$ cat src/rtl/bernoulli_rate_estimator.sv
// Windowed ones-counter that recovers per-channel Bernoulli probability in the
// generator threshold scale (probability * 2^WIDTH), one estimate per window.
module bernoulli_rate_estimator #(
  parameter int unsigned INPUTS      = 4,
  parameter int unsigned WIDTH       = 7,
  parameter int unsigned WINDOW_LOG2 = 7
) (
  input  logic                          clk,
  input  logic                          rst_n,
  input  logic                          start,
  input  logic                          cont,
  input  logic                          en,
  input  logic [0:INPUTS-1]             in,
  output logic [0:INPUTS-1][WIDTH-1:0]  est,
  output logic                          est_valid,
  output logic                          busy
);

  localparam int unsigned   CW          = WINDOW_LOG2 + 1;
  localparam int unsigned   SHIFT       = WINDOW_LOG2 - WIDTH;
  localparam logic [CW-1:0] LAST_SAMPLE = {1'b0, {WINDOW_LOG2{1'b1}}};
  localparam logic [CW-1:0] EST_MAX     = {{(CW-WIDTH){1'b0}}, {WIDTH{1'b1}}};

  localparam logic [1:0] S_IDLE  = 2'd0;
  localparam logic [1:0] S_COUNT = 2'd1;
  localparam logic [1:0] S_DONE  = 2'd2;

  if (WINDOW_LOG2 < WIDTH) begin : g_bad_cfg
    $error("bernoulli_rate_estimator: WINDOW_LOG2 must be >= WIDTH");
  end

  logic [1:0]                    state_q, state_d;
  logic [CW-1:0]                 sample_cnt_q, sample_cnt_d;
  logic [CW-1:0]                 ones_q [INPUTS];
  logic [CW-1:0]                 ones_d [INPUTS];
  logic [0:INPUTS-1][WIDTH-1:0]  est_q, est_d;
  logic                          est_valid_q, est_valid_d;

  // A full window of ones scales to exactly 2^WIDTH, so clamp instead of wrapping.
  function automatic logic [WIDTH-1:0] scale_sat(input logic [CW-1:0] ones);
    logic [CW-1:0] shifted;
    shifted = ones >> SHIFT;
    if (shifted > EST_MAX) scale_sat = '1;
    else                   scale_sat = shifted[WIDTH-1:0];
  endfunction

  always_comb begin
    state_d      = state_q;
    sample_cnt_d = sample_cnt_q;
    ones_d       = ones_q;
    est_d        = est_q;
    est_valid_d  = 1'b0;
    case (state_q)
      S_IDLE: begin
        if (start) begin
          state_d      = S_COUNT;
          sample_cnt_d = '0;
          for (int unsigned i = 0; i < INPUTS; i++) ones_d[i] = '0;
        end
      end
      S_COUNT: begin
        if (en) begin
          sample_cnt_d = sample_cnt_q + 1'b1;
          for (int unsigned i = 0; i < INPUTS; i++) ones_d[i] = ones_q[i] + CW'(in[i]);
          // Latch from the updated counts so the last sample is included.
          if (sample_cnt_q == LAST_SAMPLE) begin
            state_d     = S_DONE;
            est_valid_d = 1'b1;
            for (int unsigned i = 0; i < INPUTS; i++) est_d[i] = scale_sat(ones_d[i]);
          end
        end
      end
      S_DONE: begin
        sample_cnt_d = '0;
        for (int unsigned i = 0; i < INPUTS; i++) ones_d[i] = '0;
        state_d = cont ? S_COUNT : S_IDLE;
      end
      default: state_d = S_IDLE;
    endcase
  end

  always_ff @(posedge clk) begin
    if (!rst_n) begin
      state_q      <= S_IDLE;
      sample_cnt_q <= '0;
      for (int unsigned i = 0; i < INPUTS; i++) ones_q[i] <= '0;
      est_q        <= '0;
      est_valid_q  <= 1'b0;
    end else begin
      state_q      <= state_d;
      sample_cnt_q <= sample_cnt_d;
      for (int unsigned i = 0; i < INPUTS; i++) ones_q[i] <= ones_d[i];
      est_q        <= est_d;
      est_valid_q  <= est_valid_d;
    end
  end

  assign est       = est_q;
  assign est_valid = est_valid_q;
  assign busy      = (state_q == S_COUNT);

endmodule

$ cat config.mk
export PLATFORM = sky130hd
export DESIGN_NAME = bernoulli_rate_estimator
export DESIGN_NICKNAME = d
export VERILOG_FILES = /design/src/rtl/bernoulli_rate_estimator.sv
export SDC_FILE = /design/constraint.sdc
export NUM_CORES = 1
export LEC_CHECK = 0
export BUFFER_PORTS_ARGS = -buffer_cell sky130_fd_sc_hd__clkbuf_2
export CORE_MARGIN = 8
export CORE_UTILIZATION = 40
export DETAILED_ROUTE_END_ITERATION = 10
export GPL_TIMING_DRIVEN = 0
export HOLD_SLACK_MARGIN = 0.12
export SLEW_MARGIN = 10
export SYNTH_ARGS = -nofsm -noshare
export SYNTH_HDL_FRONTEND = slang
export SYNTH_SLANG_ARGS = --single-unit
$ cat constraint.sdc
create_clock -name clk -period 2 [get_ports clk]
set_clock_uncertainty 0.2 [all_clocks]
set_input_delay 0.4 -clock clk [delete_from_list [all_inputs] [get_ports clk]]
set_output_delay 0.4 -clock clk [all_outputs]
set_load 0.03 [all_outputs]
==> run metrics <==
GRT Resource Usage Total=15.6%; total CTS buffers=9; # setup viols final=0; Worst-Skew Late Latency=0.35 ns; Area after DPL=3510 um^2; hold crit path type=input pin to register; drt first-iter violations=151; Pint=1960 uW; register area share after synthesis=44.5%; HPWL after detailed placement=5.83 mm; FF+latch count, synth=71; die extent in y=105 um; Num Clock Sinks=71; maximum buffer depth of the clock tree=2; Comb power frac=6.9%; Die ar.=11100 um^2; Slew Limit Fails=0; CTS Hold Bufs=0; diodes inserted=0; Routed wire per std cell=16.8 um; first-pass GRT wire length=13.9 mm; Crit Path Max Fanout=8; row count=32; overflow left after global routing=0; NumNets Final=425; largest net degree at the start of global routing=14; FFs w/ async S/R, synth=0%; clock share of power=39.9%; data arrival time of the critical path=1.33 ns; Fin Setup TNS=0 ns; most common cell after layout, fill and taps aside=dfxtp_1; via count=2806; Slew HR=57.8%; Final Hold Fails=0; period utilisation layout=96.6%; CTS tree=built; worst slew pin tran=0.632 ns; status=finished, final reports clean; filler instances=759; worst setup path category=register to output port; gpl congestion=0.829; CTS H-tree lvls=3; P_sw=716 uW; RSZ-0062 raised after global routing=false; Post-Synthesis Cell Area=3200 um^2; number of global-route vias before repair=2755; Switching Fraction=26.8%; drt pass-1 iters=4; Initial Util=41.4%; layout cell share with drive strength beyond 1=22.1%; Setup crit start kind=register; Post-Route WL=8.63 mm; multi-input logic area=1680 um^2; post-synth cell types=44; Die X=105 um; Design Area, Final=3810 um^2; initial antenna violation count=0; Remaining DRCs=0; Post-Syn Instances=355; leakage power=0.00142 uW; VDD IR max=329 uV; CP Data Required Time=1.40 ns; Critical Path End Type=output port; Antenna Nets Post-Route=0; Post-synth EDFFs=0; Worst-path clk slew=0.08 ns; Pwr Density=703 nW/um^2; CTS root buffer=clkbuf_8; syn_nets=373; Mapped Avg Cell Area=9.01 um^2; Core Area=7730 um^2; commonest non-fill, non-tap cells in the layout=dfxtp_1 (68), clkbuf_2 (37), o21ai_0 (29), nand2_1 (28), a31oi_1 (25); Tmin final=1.93 ns; num ports=39; Max Freq=518 MHz; Most used DFF post-synth=dfxtp_1; Area Overhead vs Synth=19.1%; Flop pwr share=53.2%; YS warnings=0; vias per cell=5.46; FF+latch area=1430 um^2; port buffer count=38; max_cap viols=0
-- power by group through the flow --
stage | logic, uW | clock network (uW) | registers, uW
finish | 184 | 1070 | 1420
global route | 201 | 1170 | 1430
global placement | 166 | 0 | 1460
floorplan | 101 | 0 | 1460
CTS | 179 | 1090 | 1420
detailed placement | 168 | 0 | 1460
-- registers in the layout, indices dropped and copies added, names as in the netlist --
| signal | cells |
|---|---|
| ones_q | 32 |
| est | 28 |
| sample_cnt_q | 8 |
| state_q | 2 |
| est_valid | 1 |
-- per-layer routing --
metal | global-route usage, % | vias to the layer above | part of all wire, %
li1 | - | 1408 | -
met1 | 19.2 | 1307 | 46
met2 | 24.6 | 73 | 45
met3 | 4.51 | 18 | 6.3
met4 | 7.03 | 0 | 2.4
met5 | 0 | - | 0
-- cell usage after synthesis, types with 2 or more instances --
master | instances | area share, %
dfxtp_1 | 71 | 44
o21ai_0 | 30 | 4.7
nand2_1 | 29 | 3.4
a31oi_1 | 25 | 4.9
nand3_1 | 24 | 3.8
a21oi_1 | 18 | 2.8
nor2_1 | 17 | 2.0
xnor2_1 | 16 | 4.4
xor2_1 | 13 | 3.6
buf_2 | 11 | 1.7
inv_1 | 10 | 1.2
and2_1 | 9 | 1.8
clkbuf_1 | 9 | 1.1
ha_1 | 9 | 3.5
o221a_2 | 7 | 2.5
a211oi_1 | 5 | 1.2
a311oi_1 | 5 | 1.4
nand3b_1 | 5 | 1.2
and4_1 | 4 | 1.1
o2bb2ai_1 | 4 | 1.1
nand2b_1 | 3 | 0.59
or3_1 | 3 | 0.59
clkbuf_2 | 2 | 0.31
nand4_1 | 2 | 0.39
nor3_1 | 2 | 0.31
nor4_1 | 2 | 0.39
o211a_1 | 2 | 0.63
o21ai_1 | 2 | 0.31
-- critical path, stage by stage (launching register included) --
cell and delay, ns:
dfxtp_4 0.37, nand2b_1 0.15, buf_6 0.15, inv_2 0.06, buf_6 0.10, clkbuf_8 0.15
-- worst paths after layout --
check	startpoint	to	slack, ns	cells after the start
setup / recovery	state_q[1]$_SDFFE_PN0P_	busy	0.07	5
hold / removal	cont	state_q[0]$_SDFFE_PN0P_	0.18	4
setup reg to reg	ones_q[24]$_SDFFE_PN0P_	est[22]$_SDFFE_PN0P_	0.09	5
hold reg to reg	ones_q[24]$_SDFFE_PN0P_	ones_q[24]$_SDFFE_PN0P_	0.26	2
-- kinds of logic (layout without fill, tap and decap cells) --
group	after synthesis	count (layout)	synth area share, %
simple gates	105	105	17.2
compound gates	109	109	22.6
xor+xnor	29	29	7.95
flops	71	71	44.5
buf+inv	32	89	4.27
fa+ha+maj	9	9	3.52
-- metrics by stage --
| step | instances | setup WS [ns] | util [%] | hold slack (ns) | power (uW) |
|---|---|---|---|---|---|
| after CTS | 513 | -0.0280 | 48.4 | 0.185 | 2700 |
| after global routing | 514 | 0.00614 | 49.3 | 0.192 | 2790 |
| after global placement | 495 | -0.118 | 45.5 | 0.242 | 1620 |
| after floorplan | 355 | 0.248 | - | 0.236 | 1560 |
| after detailed placement | 495 | -0.160 | 45.5 | 0.249 | 1630 |
| final | 514 | 0.0680 | 49.3 | 0.177 | 2670 |
-- area by class of cell --
class	count	area share [%]
buffer	22	3.38
sequential	71	37.5
clock buffer	10	3.61
timing repair buffer	41	5.82
inverter	10	0.986
multi-input combinational	252	44.2
tap	102	3.35
clock inverter	6	1.18
-- timing repair --
action	in CTS	in global routing
gates cloned	0	0
setup endpoints to repair	14	43
resized for setup	9	19
setup buffers	2	1
hold endpoints to repair	0	0
pin swaps	2	2
Note: power is estimated with default switching activity, not from simulation.
